### config.mk
export PLATFORM = sky130hd
export DESIGN_NAME = dial_quad_gen_flat
export DESIGN_NICKNAME = d
export VERILOG_FILES = /design/src/rtl/dial_quad_gen_if.sv /design/src/rtl/dial_quad_gen.sv /design/src/flat_wrapper.sv
export SDC_FILE = /design/constraint.sdc
export NUM_CORES = 1
export LEC_CHECK = 0
export BUFFER_PORTS_ARGS = -buffer_cell sky130_fd_sc_hd__buf_2
export CELL_PAD_IN_SITES_DETAIL_PLACEMENT = 0
export CELL_PAD_IN_SITES_GLOBAL_PLACEMENT = 2
export CORE_ASPECT_RATIO = 1.75
export CORE_MARGIN = 2
export CORE_UTILIZATION = 41
export DETAILED_ROUTE_END_ITERATION = 6
export GPL_ROUTABILITY_DRIVEN = 0
export GPL_TIMING_DRIVEN = 1
export HOLD_SLACK_MARGIN = 0.06
export PLACE_DENSITY = 0.83
export SETUP_SLACK_MARGIN = 0.2
export SLEW_MARGIN = 15
export SYNTH_ARGS = -nofsm -noshare
export SYNTH_HDL_FRONTEND = slang
export SYNTH_SLANG_ARGS = --single-unit
### constraint.sdc
create_clock -name clk_sys -period 3.3 [get_ports clk_sys]
set_input_delay 0.99 -clock clk_sys [delete_from_list [all_inputs] [get_ports clk_sys]]
set_output_delay 0.99 -clock clk_sys [all_outputs]
set_load 0.005 [all_outputs]
### src/rtl/dial_quad_gen_if.sv
// Control and dial signals between the joystick decode and one dial_quad_gen instance.
interface dial_quad_gen_if;
    logic       enable;
    logic       pause;
    logic       inc;
    logic       dec;
    logic       invert;
    logic [1:0] dial;
    logic       moving;

    modport master (output enable, pause, inc, dec, invert, input dial, moving);
    modport slave  (input enable, pause, inc, dec, invert, output dial, moving);
endinterface

### src/rtl/dial_quad_gen.sv
// Joystick up/down to gray-code quadrature dial sequencer; one instance per player.
// Define DIAL_ACCEL_EN to shorten the step period while a direction is held.
module dial_quad_gen #(
    parameter int PRESCALE     = 12000,
    parameter int START_PERIOD = 8
`ifdef DIAL_ACCEL_EN
    ,
    parameter int MIN_PERIOD   = 2,
    parameter int ACCEL_STEPS  = 4
`endif
) (
    input  logic           clk_sys,
    input  logic           reset_n,
    dial_quad_gen_if.slave bus
);

    localparam int PW = (PRESCALE > 1) ? $clog2(PRESCALE) : 1;
    localparam int CW = $clog2(START_PERIOD + 1);
`ifdef DIAL_ACCEL_EN
    localparam int SW = (ACCEL_STEPS > 1) ? $clog2(ACCEL_STEPS) : 1;
`endif

    typedef enum logic {ST_IDLE, ST_RUN} state_t;

    state_t        r_state, w_state_nxt;
    logic [PW-1:0] r_pre;
    logic          r_inc, r_dec, r_inv;
    logic [CW-1:0] r_cnt, w_cnt_nxt;
    logic          r_dir, w_dir_nxt;
    logic [1:0]    r_phase, w_phase_nxt;
    logic [1:0]    r_dial;
    logic          w_tick, w_req, w_fwd, w_bwd, w_hold, w_step;
`ifdef DIAL_ACCEL_EN
    logic [CW-1:0] r_period, w_period_nxt;
    logic [SW-1:0] r_scnt, w_scnt_nxt;
`endif

    function automatic logic [1:0] gray(input logic [1:0] p);
        case (p)
            2'd0:    gray = 2'b11;
            2'd1:    gray = 2'b01;
            2'd2:    gray = 2'b00;
            default: gray = 2'b10;
        endcase
    endfunction

    // Millisecond tick; the prescaler stops with the CPU so pause keeps timing exact.
    always_ff @(posedge clk_sys or negedge reset_n) begin
        if (!reset_n)
            r_pre <= '0;
        else if (!bus.pause)
            r_pre <= (r_pre == PW'(PRESCALE - 1)) ? '0 : r_pre + 1'b1;
    end

    assign w_tick = (r_pre == PW'(PRESCALE - 1)) && !bus.pause;

    always_ff @(posedge clk_sys or negedge reset_n) begin
        if (!reset_n) begin
            r_inc <= 1'b0;
            r_dec <= 1'b0;
            r_inv <= 1'b0;
        end else if (!bus.pause) begin
            r_inc <= bus.inc;
            r_dec <= bus.dec;
            r_inv <= bus.invert;
        end
    end

    // Both buttons together cancel; invert swaps the sense of a single press.
    assign w_req  = r_inc ^ r_dec;
    assign w_fwd  = w_req & (r_inc ^ r_inv);
    assign w_bwd  = w_req & ~(r_inc ^ r_inv);
    assign w_hold = r_dir ? w_fwd : w_bwd;

    always_ff @(posedge clk_sys or negedge reset_n) begin
        if (!reset_n)
            r_state <= ST_IDLE;
        else if (!bus.enable)
            r_state <= ST_IDLE;
        else if (!bus.pause)
            r_state <= w_state_nxt;
    end

    always_comb begin
        w_state_nxt  = r_state;
        w_cnt_nxt    = r_cnt;
        w_dir_nxt    = r_dir;
        w_step       = 1'b0;
`ifdef DIAL_ACCEL_EN
        w_period_nxt = r_period;
        w_scnt_nxt   = r_scnt;
`endif
        case (r_state)
            ST_IDLE: begin
`ifdef DIAL_ACCEL_EN
                w_period_nxt = CW'(START_PERIOD);
                w_scnt_nxt   = '0;
`endif
                if (w_fwd | w_bwd) begin
                    w_step      = 1'b1;
                    w_dir_nxt   = w_fwd;
                    w_cnt_nxt   = CW'(START_PERIOD);
                    w_state_nxt = ST_RUN;
                end
            end
            ST_RUN: begin
                // A reversal drops through IDLE so the opposite step is a fresh press.
                if (!w_hold) begin
                    w_state_nxt = ST_IDLE;
`ifdef DIAL_ACCEL_EN
                    w_period_nxt = CW'(START_PERIOD);
                    w_scnt_nxt   = '0;
`endif
                end else if (w_tick) begin
                    if (r_cnt <= CW'(1)) begin
                        w_step = 1'b1;
`ifdef DIAL_ACCEL_EN
                        if (r_scnt == SW'(ACCEL_STEPS - 1)) begin
                            w_scnt_nxt = '0;
                            if (r_period > CW'(MIN_PERIOD))
                                w_period_nxt = r_period - 1'b1;
                        end else begin
                            w_scnt_nxt = r_scnt + 1'b1;
                        end
                        w_cnt_nxt = w_period_nxt;
`else
                        w_cnt_nxt = CW'(START_PERIOD);
`endif
                    end else begin
                        w_cnt_nxt = r_cnt - 1'b1;
                    end
                end
            end
            default: w_state_nxt = ST_IDLE;
        endcase
    end

    assign w_phase_nxt = w_step ? (w_dir_nxt ? r_phase + 2'd1 : r_phase - 2'd1) : r_phase;

    // Phase survives IDLE so the dial never glitches; only disable rewinds it.
    always_ff @(posedge clk_sys or negedge reset_n) begin
        if (!reset_n) begin
            r_phase  <= 2'd0;
            r_dial   <= 2'b11;
            r_cnt    <= CW'(START_PERIOD);
            r_dir    <= 1'b1;
`ifdef DIAL_ACCEL_EN
            r_period <= CW'(START_PERIOD);
            r_scnt   <= '0;
`endif
        end else if (!bus.enable) begin
            r_phase  <= 2'd0;
            r_dial   <= 2'b11;
            r_cnt    <= CW'(START_PERIOD);
`ifdef DIAL_ACCEL_EN
            r_period <= CW'(START_PERIOD);
            r_scnt   <= '0;
`endif
        end else if (!bus.pause) begin
            r_phase  <= w_phase_nxt;
            r_dial   <= gray(w_phase_nxt);
            r_cnt    <= w_cnt_nxt;
            r_dir    <= w_dir_nxt;
`ifdef DIAL_ACCEL_EN
            r_period <= w_period_nxt;
            r_scnt   <= w_scnt_nxt;
`endif
        end
    end

    assign bus.dial   = r_dial;
    assign bus.moving = (r_state == ST_RUN);

endmodule
### src/flat_wrapper.sv
// flat-port wrapper written by rule: the top's interface ports become plain ports
module dial_quad_gen_flat 
#(
    parameter int PRESCALE     = 12000,
    parameter int START_PERIOD = 8

)
  (clk_sys, reset_n, bus_enable, bus_pause, bus_inc, bus_dec, bus_invert, bus_dial, bus_moving);
  dial_quad_gen_if bus_i ();
  input  logic clk_sys;
  input  logic reset_n;
  input wire logic [$bits(bus_i.enable)-1:0] bus_enable;
  input wire logic [$bits(bus_i.pause)-1:0] bus_pause;
  input wire logic [$bits(bus_i.inc)-1:0] bus_inc;
  input wire logic [$bits(bus_i.dec)-1:0] bus_dec;
  input wire logic [$bits(bus_i.invert)-1:0] bus_invert;
  output wire logic [$bits(bus_i.dial)-1:0] bus_dial;
  output wire logic [$bits(bus_i.moving)-1:0] bus_moving;
  assign bus_i.enable = bus_enable;
  assign bus_i.pause = bus_pause;
  assign bus_i.inc = bus_inc;
  assign bus_i.dec = bus_dec;
  assign bus_i.invert = bus_invert;
  assign bus_dial = bus_i.dial;
  assign bus_moving = bus_i.moving;
  dial_quad_gen #(.PRESCALE(PRESCALE), .START_PERIOD(START_PERIOD)) u_core (.clk_sys(clk_sys), .reset_n(reset_n), .bus(bus_i));
endmodule
# Yosys cells after proc, flatten, opt, wreduce, memory -nomap -nowiden
# Index checks and enable logic that the tools add are counted.
[totals]
regBits = 27
input_bits = 7
output_inout_bits = 3
wordCells = 61
[classes]
add_sub_neg = 4
order_cmp = 1
n_eq_ne = 7
muxes = 27
bitwise_logic = 8
reduce_logical = 5
[op_table]
columns = ["operator", "n"]
rows = [
  ["2-to-1 mux 4 bit", 6],
  ["adder 14 x 1 -> 14 bit, second input constant", 1],
  ["equality test 14 bit, second input constant", 1],
  ["2-to-1 mux 14 bit", 1],
  ["2-to-1 mux 2 bit", 6],
  ["2-to-1 mux 1 bit", 10],
  ["case mux 4 bit (2 select lines)", 1],
  ["inequality test 3 bit, second input constant", 2],
  ["case mux 2 bit (3 select lines)", 1],
  ["<= comparator 4 x 1 -> 1 bit, second input constant", 1],
  ["case mux 1 bit (2 select lines)", 2],
  ["AND reduction 4 bit", 1],
  ["subtractor 4 x 1 -> 4 bit, second input constant", 1],
  ["inequality test 3 x 2 -> 1 bit, second input constant", 1],
  ["inverter 1 bit", 3],
  ["adder 2 x 1 -> 2 bit, second input constant", 1],
  ["bitwise AND 1 bit", 2],
  ["equality test 2 x 1 -> 1 bit, second input constant", 1],
  ["equality test 2 bit, second input constant", 1],
  ["logical NOT 2 bit", 1],
  ["inequality test 2 bit, second input constant", 1],
  ["AND reduction 2 bit", 1],
  ["subtractor 2 x 1 -> 2 bit, second input constant", 1],
  ["XOR 1 bit", 2],
  ["3 further kinds", 3],
]

# Logic depth before layout (Yosys ltp)
[depth]
ltp_word = 12
ltp_mapped = 8
depth_no_buf = 8

# Worst setup path after synthesis
# OpenSTA, ideal clock, no wires.
[synth_timing]
kind = "input port to flip-flop"
startpoint = "input bus_pause"
endpoint = "register u_core.r_phase[0]"
setup_ns = 0.119
t_arrival_ns = 2.121
required_ns = 3.181
slack_ns = 1.060
path_stages = 6
path_buffers = 0
path_cell_list = "nand3b_1 -> nor4_2 -> a31oi_1 -> or2_2 -> xnor2_1 -> and2_1"
[synth_via]
elab_chain_len = 8
elab_cells_between_ends = 9
classes_between = "eq/ne: 1; mux: 6; reduce/logical: 2"
[synth_rtl]
columns = ["element", "line_no", "source"]
rows = [
  ["start: declaration", "flat_wrapper.sv:13", "input wire logic [$bits(bus_i.pause)-1:0] bus_pause;"],
  ["logical NOT 1 bit", "-", ""],
  ["logical AND 1 bit", "dial_quad_gen.sv:55", "assign w_tick = (r_pre == PW'(PRESCALE - 1)) && !bus.pause;"],
  ["2-to-1 mux 1 bit", "dial_quad_gen.sv:114", "end else if (w_tick) begin"],
  ["2-to-1 mux 1 bit", "dial_quad_gen.sv:108", "if (!w_hold) begin"],
  ["case mux 1 bit (2 select lines)", "dial_quad_gen.sv:93", "case (r_state)"],
  ["2-to-1 mux 2 bit", "dial_quad_gen.sv:138", "assign w_phase_nxt = w_step ? (w_dir_nxt ? r_phase + 2'd1 : r_phase - 2'd1) : r_phase;"],
  ["2-to-1 mux 2 bit", "dial_quad_gen.sv:159", "end else if (!bus.pause) begin"],
  ["2-to-1 mux 2 bit", "dial_quad_gen.sv:151", "end else if (!bus.enable) begin"],
  ["end signal: assignment", "dial_quad_gen.sv:160", "r_phase <= w_phase_nxt;"],
  ["end: declaration", "dial_quad_gen.sv:30", "logic [1:0] r_phase, w_phase_nxt;"],
]
# Parallel ways exist; a longest one is shown, timed or not. The select of a mux whose other input is x is not followed.
# A chain may end at the register's enable or synchronous reset.

# Worst setup path after layout
[layout_timing]
startpoint = "input bus_pause"
endpoint = "register u_core.r_dial[0] (netlist: u_core.bus.dial[0])"
[layout_via]
elab_chain_len = 10
elab_cells_between_ends = 13
classes_between = "eq/ne: 3; mux: 7; reduce/logical: 3"
[layout_rtl]
columns = ["element", "line_no", "source"]
rows = [
  ["logical NOT 1 bit", "-", ""],
  ["logical AND 1 bit", "dial_quad_gen.sv:55", ""],
  ["2-to-1 mux 1 bit", "dial_quad_gen.sv:114", ""],
  ["2-to-1 mux 1 bit", "dial_quad_gen.sv:108", ""],
  ["case mux 1 bit (2 select lines)", "dial_quad_gen.sv:93", ""],
  ["2-to-1 mux 2 bit", "dial_quad_gen.sv:138", ""],
  ["equality test 2 bit, or another cell as far along", "dial_quad_gen.sv:39", "case (p)"],
  ["case mux 2 bit (3 select lines)", "dial_quad_gen.sv:39", ""],
  ["2-to-1 mux 2 bit", "dial_quad_gen.sv:159", ""],
  ["2-to-1 mux 2 bit", "dial_quad_gen.sv:151", ""],
  ["end signal: assignment", "dial_quad_gen.sv:161", "r_dial <= gray(w_phase_nxt);"],
  ["end: declaration", "dial_quad_gen.sv:31", "logic [1:0] r_dial;"],
]
# Parallel ways exist; a longest one is shown, timed or not. The select of a mux whose other input is x is not followed.

==> results.yml <==
die:
  num_rows: 28
  die_h_um: 83.08
  dieWidth_um: 49.19
  start_util_pct: 43.11
  dieArea_mm2: 0.004087
  core_mm2: 0.003398
  pin_count: 10
sta:
  layout_min_cycle_time_ps: 2315
  maxSlewViolCount: 0
  timing.final.crit_share_pct: 70.14
  max_freq_mhz: 432.0
  relSlewSlack_pct: 59.77
  finalHoldViolations: 0
  rsz0062_at_grt: "no"
  clock_skew_ps: 4.957
  setup_viol: 0
  setup_tns_ps: 0
  worstMarginPinSlew_ps: 603.5
critical_path:
  start_kind: "input port"
  crit_type: "in -> reg"
  path_max_fanout: 14
  critical_path.endpoint_type: "flip-flop"
  cp.required_ps: 3510
  cp.arrival_ps: 2520
logic_synthesis:
  syn_nets: 155
  synthCells: 145
  yosysWarnings: 0
  async_reset_ff_share_pct: 100.0
  synth_top_family_by_area: "simple AND/OR/NAND/NOR gates"
  synth-compound-area-share_pct: 8.369
  synth_cell_types: 38
  syn_area_mm2: 0.001465
  synthMuxAreaShare_pct: 6.661
  yosys_most_used_dff: "dfrtp_1"
  yosys.area_share.simple_pct: 23.31
  syn_avg_cell_area_um2: 10.10
  yosys.area_share.xor_xnor_pct: 9.564
  synthAdderAreaFrac_pct: 2.562
  synth-edff-count: 0
  synth_seq_cells: 27
  ys_seq_area_share_pct: 46.46
drt:
  viasPerCell: 5.195
  wl_per_cell_um: 14.13
  wirelength_um: 2825
  drt_iter0_markers: 7
  drc_errors: 0
  drtAntennaViolNets: 0
  num_vias: 1039
  first_pass_iters: 2
worst_hold_path:
  hold_path_class: "reg -> reg"
clocking:
  htreeDepth: 1
  clock_path_buffers: 2
  cts.sinks: 27
  post_cts_resized: 0
  clk_pin_slew_worst_paths_ps: 90
  clk_latency_ps: 270
  cts_root_buffer: "clkbuf_8"
  postCtsSetupBuffers: 0
  cts_buffers: 3
  cts_tree: "built"
  cts_hold_buffers: 0
grt:
  grt_pass1_wl_um: 5002
  antenna_found_initial: 0
  grt_max_degree: 28
  overflow: 0
  grt_usage_pct: 15.46
  grt_pass1_vias: 1134
final_layout:
  multi_input_area_um2: 739.5
  fill_cells: 367
  fin_cells: 200
  n_antenna_cell: 0
  seqCellArea_um2: 680.7
  layout-drive-gt1-share_pct: 19.35
  fin_util_pct: 46.54
  finalNetCount: 166
  synthToLayoutAreaGrowth_pct: 7.942
power_and_ir_drop:
  power.leakage_nw: 0.6681
  peakVddDrop_uv: 321.0
  powerDensity_mw_per_mm2: 513.6
place:
  port_buffers: 9
  dpl.cell_count: 196
  dp_hpwl_um: 2161
job:
  maxCapViolations: 0
run_status:
  outcome: "finished, final reports clean"
## critical path, stage by stage
cell and delay [ps]:
buf_2 180, nand3b_1 270, nor4_2 220, a31oi_1 200
or4_1 540, o211a_1 130
## kinds of logic (layout without fill, tap and decap cells)
group                    count (synthesis)  count (layout)
multiplexers                             9               9
adder cells (fa/ha/maj)                  3               3
XOR/XNOR                                16              16
flip-flops                              27              27
AO/OA/AOI/OAI                           21              21
AND/OR/NAND/NOR                         62              62
buffers and inverters                    7              17
## path summary, 6_finish.rpt
check | slack [ps] | to | cells after the start | start
setup / recovery | 990 | u_core.bus.dial[0]$_DFFE_PN1N_ | 6 | bus_pause
hold / removal | 500 | u_core.r_pre[8]$_DFFE_PN0N_ | 1 | u_core.r_pre[8]$_DFFE_PN0N_
setup reg to reg | 1170 | u_core.bus.dial[0]$_DFFE_PN1N_ | 7 | u_core.r_cnt[0]$_DFFE_PN0P_
hold reg to reg | 500 | u_core.r_pre[8]$_DFFE_PN0N_ | 1 | u_core.r_pre[8]$_DFFE_PN0N_
max in group asynchronous | 2190 | u_core.r_pre[7]$_DFFE_PN0N_ | 1 | reset_n
min in group asynchronous | 710 | u_core.bus.moving$_DFFE_PN0N_ | 1 | reset_n
## sequential cells by signal (all words and copies together), names as in the netlist
register	flops
u_core.r_pre	14
u_core.r_inc	1
u_core.bus.moving	1
u_core.r_cnt	4
u_core.r_inv	1
u_core.bus.dial	2
u_core.r_dir	1
u_core.r_phase	2
u_core.r_dec	1
## per-layer routing
metal	part of all wire [%]	global-route usage (%)	vias up
li1	-	-	521
met1	39	15.87	507
met2	58	30.10	6
met3	1.6	1.799	5
met4	1.5	6.234	0
met5	0	0	-
## power breakdown
| group | switching, mW | total, mW | leakage, nW | internal, mW |
|---|---|---|---|---|
| clock | 0.101 | 0.187 | 0.0228 | 0.0865 |
| sequential | 0.0581 | 0.447 | 0.345 | 0.389 |
| combinational | 0.0937 | 0.178 | 0.301 | 0.0843 |
## placed cells by master (no fill, tap or decap), drive strengths merged, types with 2 or more instances in the layout
cell type / count
and3: 3
clkbuf: 4
nand3b: 4
mux2: 6
inv: 4
xor2: 8
nor2b: 2
nand2: 16
xnor2: 8
nand3: 3
ha: 3
mux2i: 3
o21ai: 11
buf: 9
or2: 3
nor2: 17
dfstp: 4
nor4: 2
nor3: 2
or3: 2
a31oi: 2
nand4: 3
or4: 2
dfrtp: 23
a21oi: 4
## cells in the mapped netlist (2+ instances only)
master,number,area share (%)
a21oi_1,4,1.4
a31oi_1,2,0.85
and3_2,2,1.0
dfrtp_1,23,39
dfstp_2,4,7.2
ha_1,3,2.6
inv_1,4,1.0
mux2_2,6,4.6
mux2i_1,3,2.0
nand2_1,16,4.1
nand3_1,3,1.0
nand3b_1,4,2.0
nand4_1,3,1.3
nor2_1,17,4.4
nor2b_1,2,0.85
nor3_1,2,0.68
o21ai_0,10,3.4
or2_2,2,0.85
or3_1,2,0.85
xnor2_1,8,4.8
xor2_1,8,4.8
## metrics by stage
step | worst slack, ps | cell area (um2) | hold slack [ps] | total power [mW]
4_1_cts | 974.1 | 1582 | 502.3 | 0.8216
3_3_place_gp | 734.6 | 1536 | 480.4 | 0.6283
5_1_grt | 900.9 | 1582 | 532.5 | 0.8644
6_report | 985.4 | 1582 | 497.3 | 0.8123
2_1_floorplan | 1060 | 1465 | 454.8 | 0.5787
3_5_place_dp | 695.1 | 1536 | 486.7 | 0.6332
## layout make-up
cell class	count	area share, %
multi-input combinational	111	46.76
sequential	27	43.04
tap	45	3.560
clock buffer	4	2.848
timing repair buffer	9	2.848
inverter	4	0.9494
(Power assumes the default switching activity.)
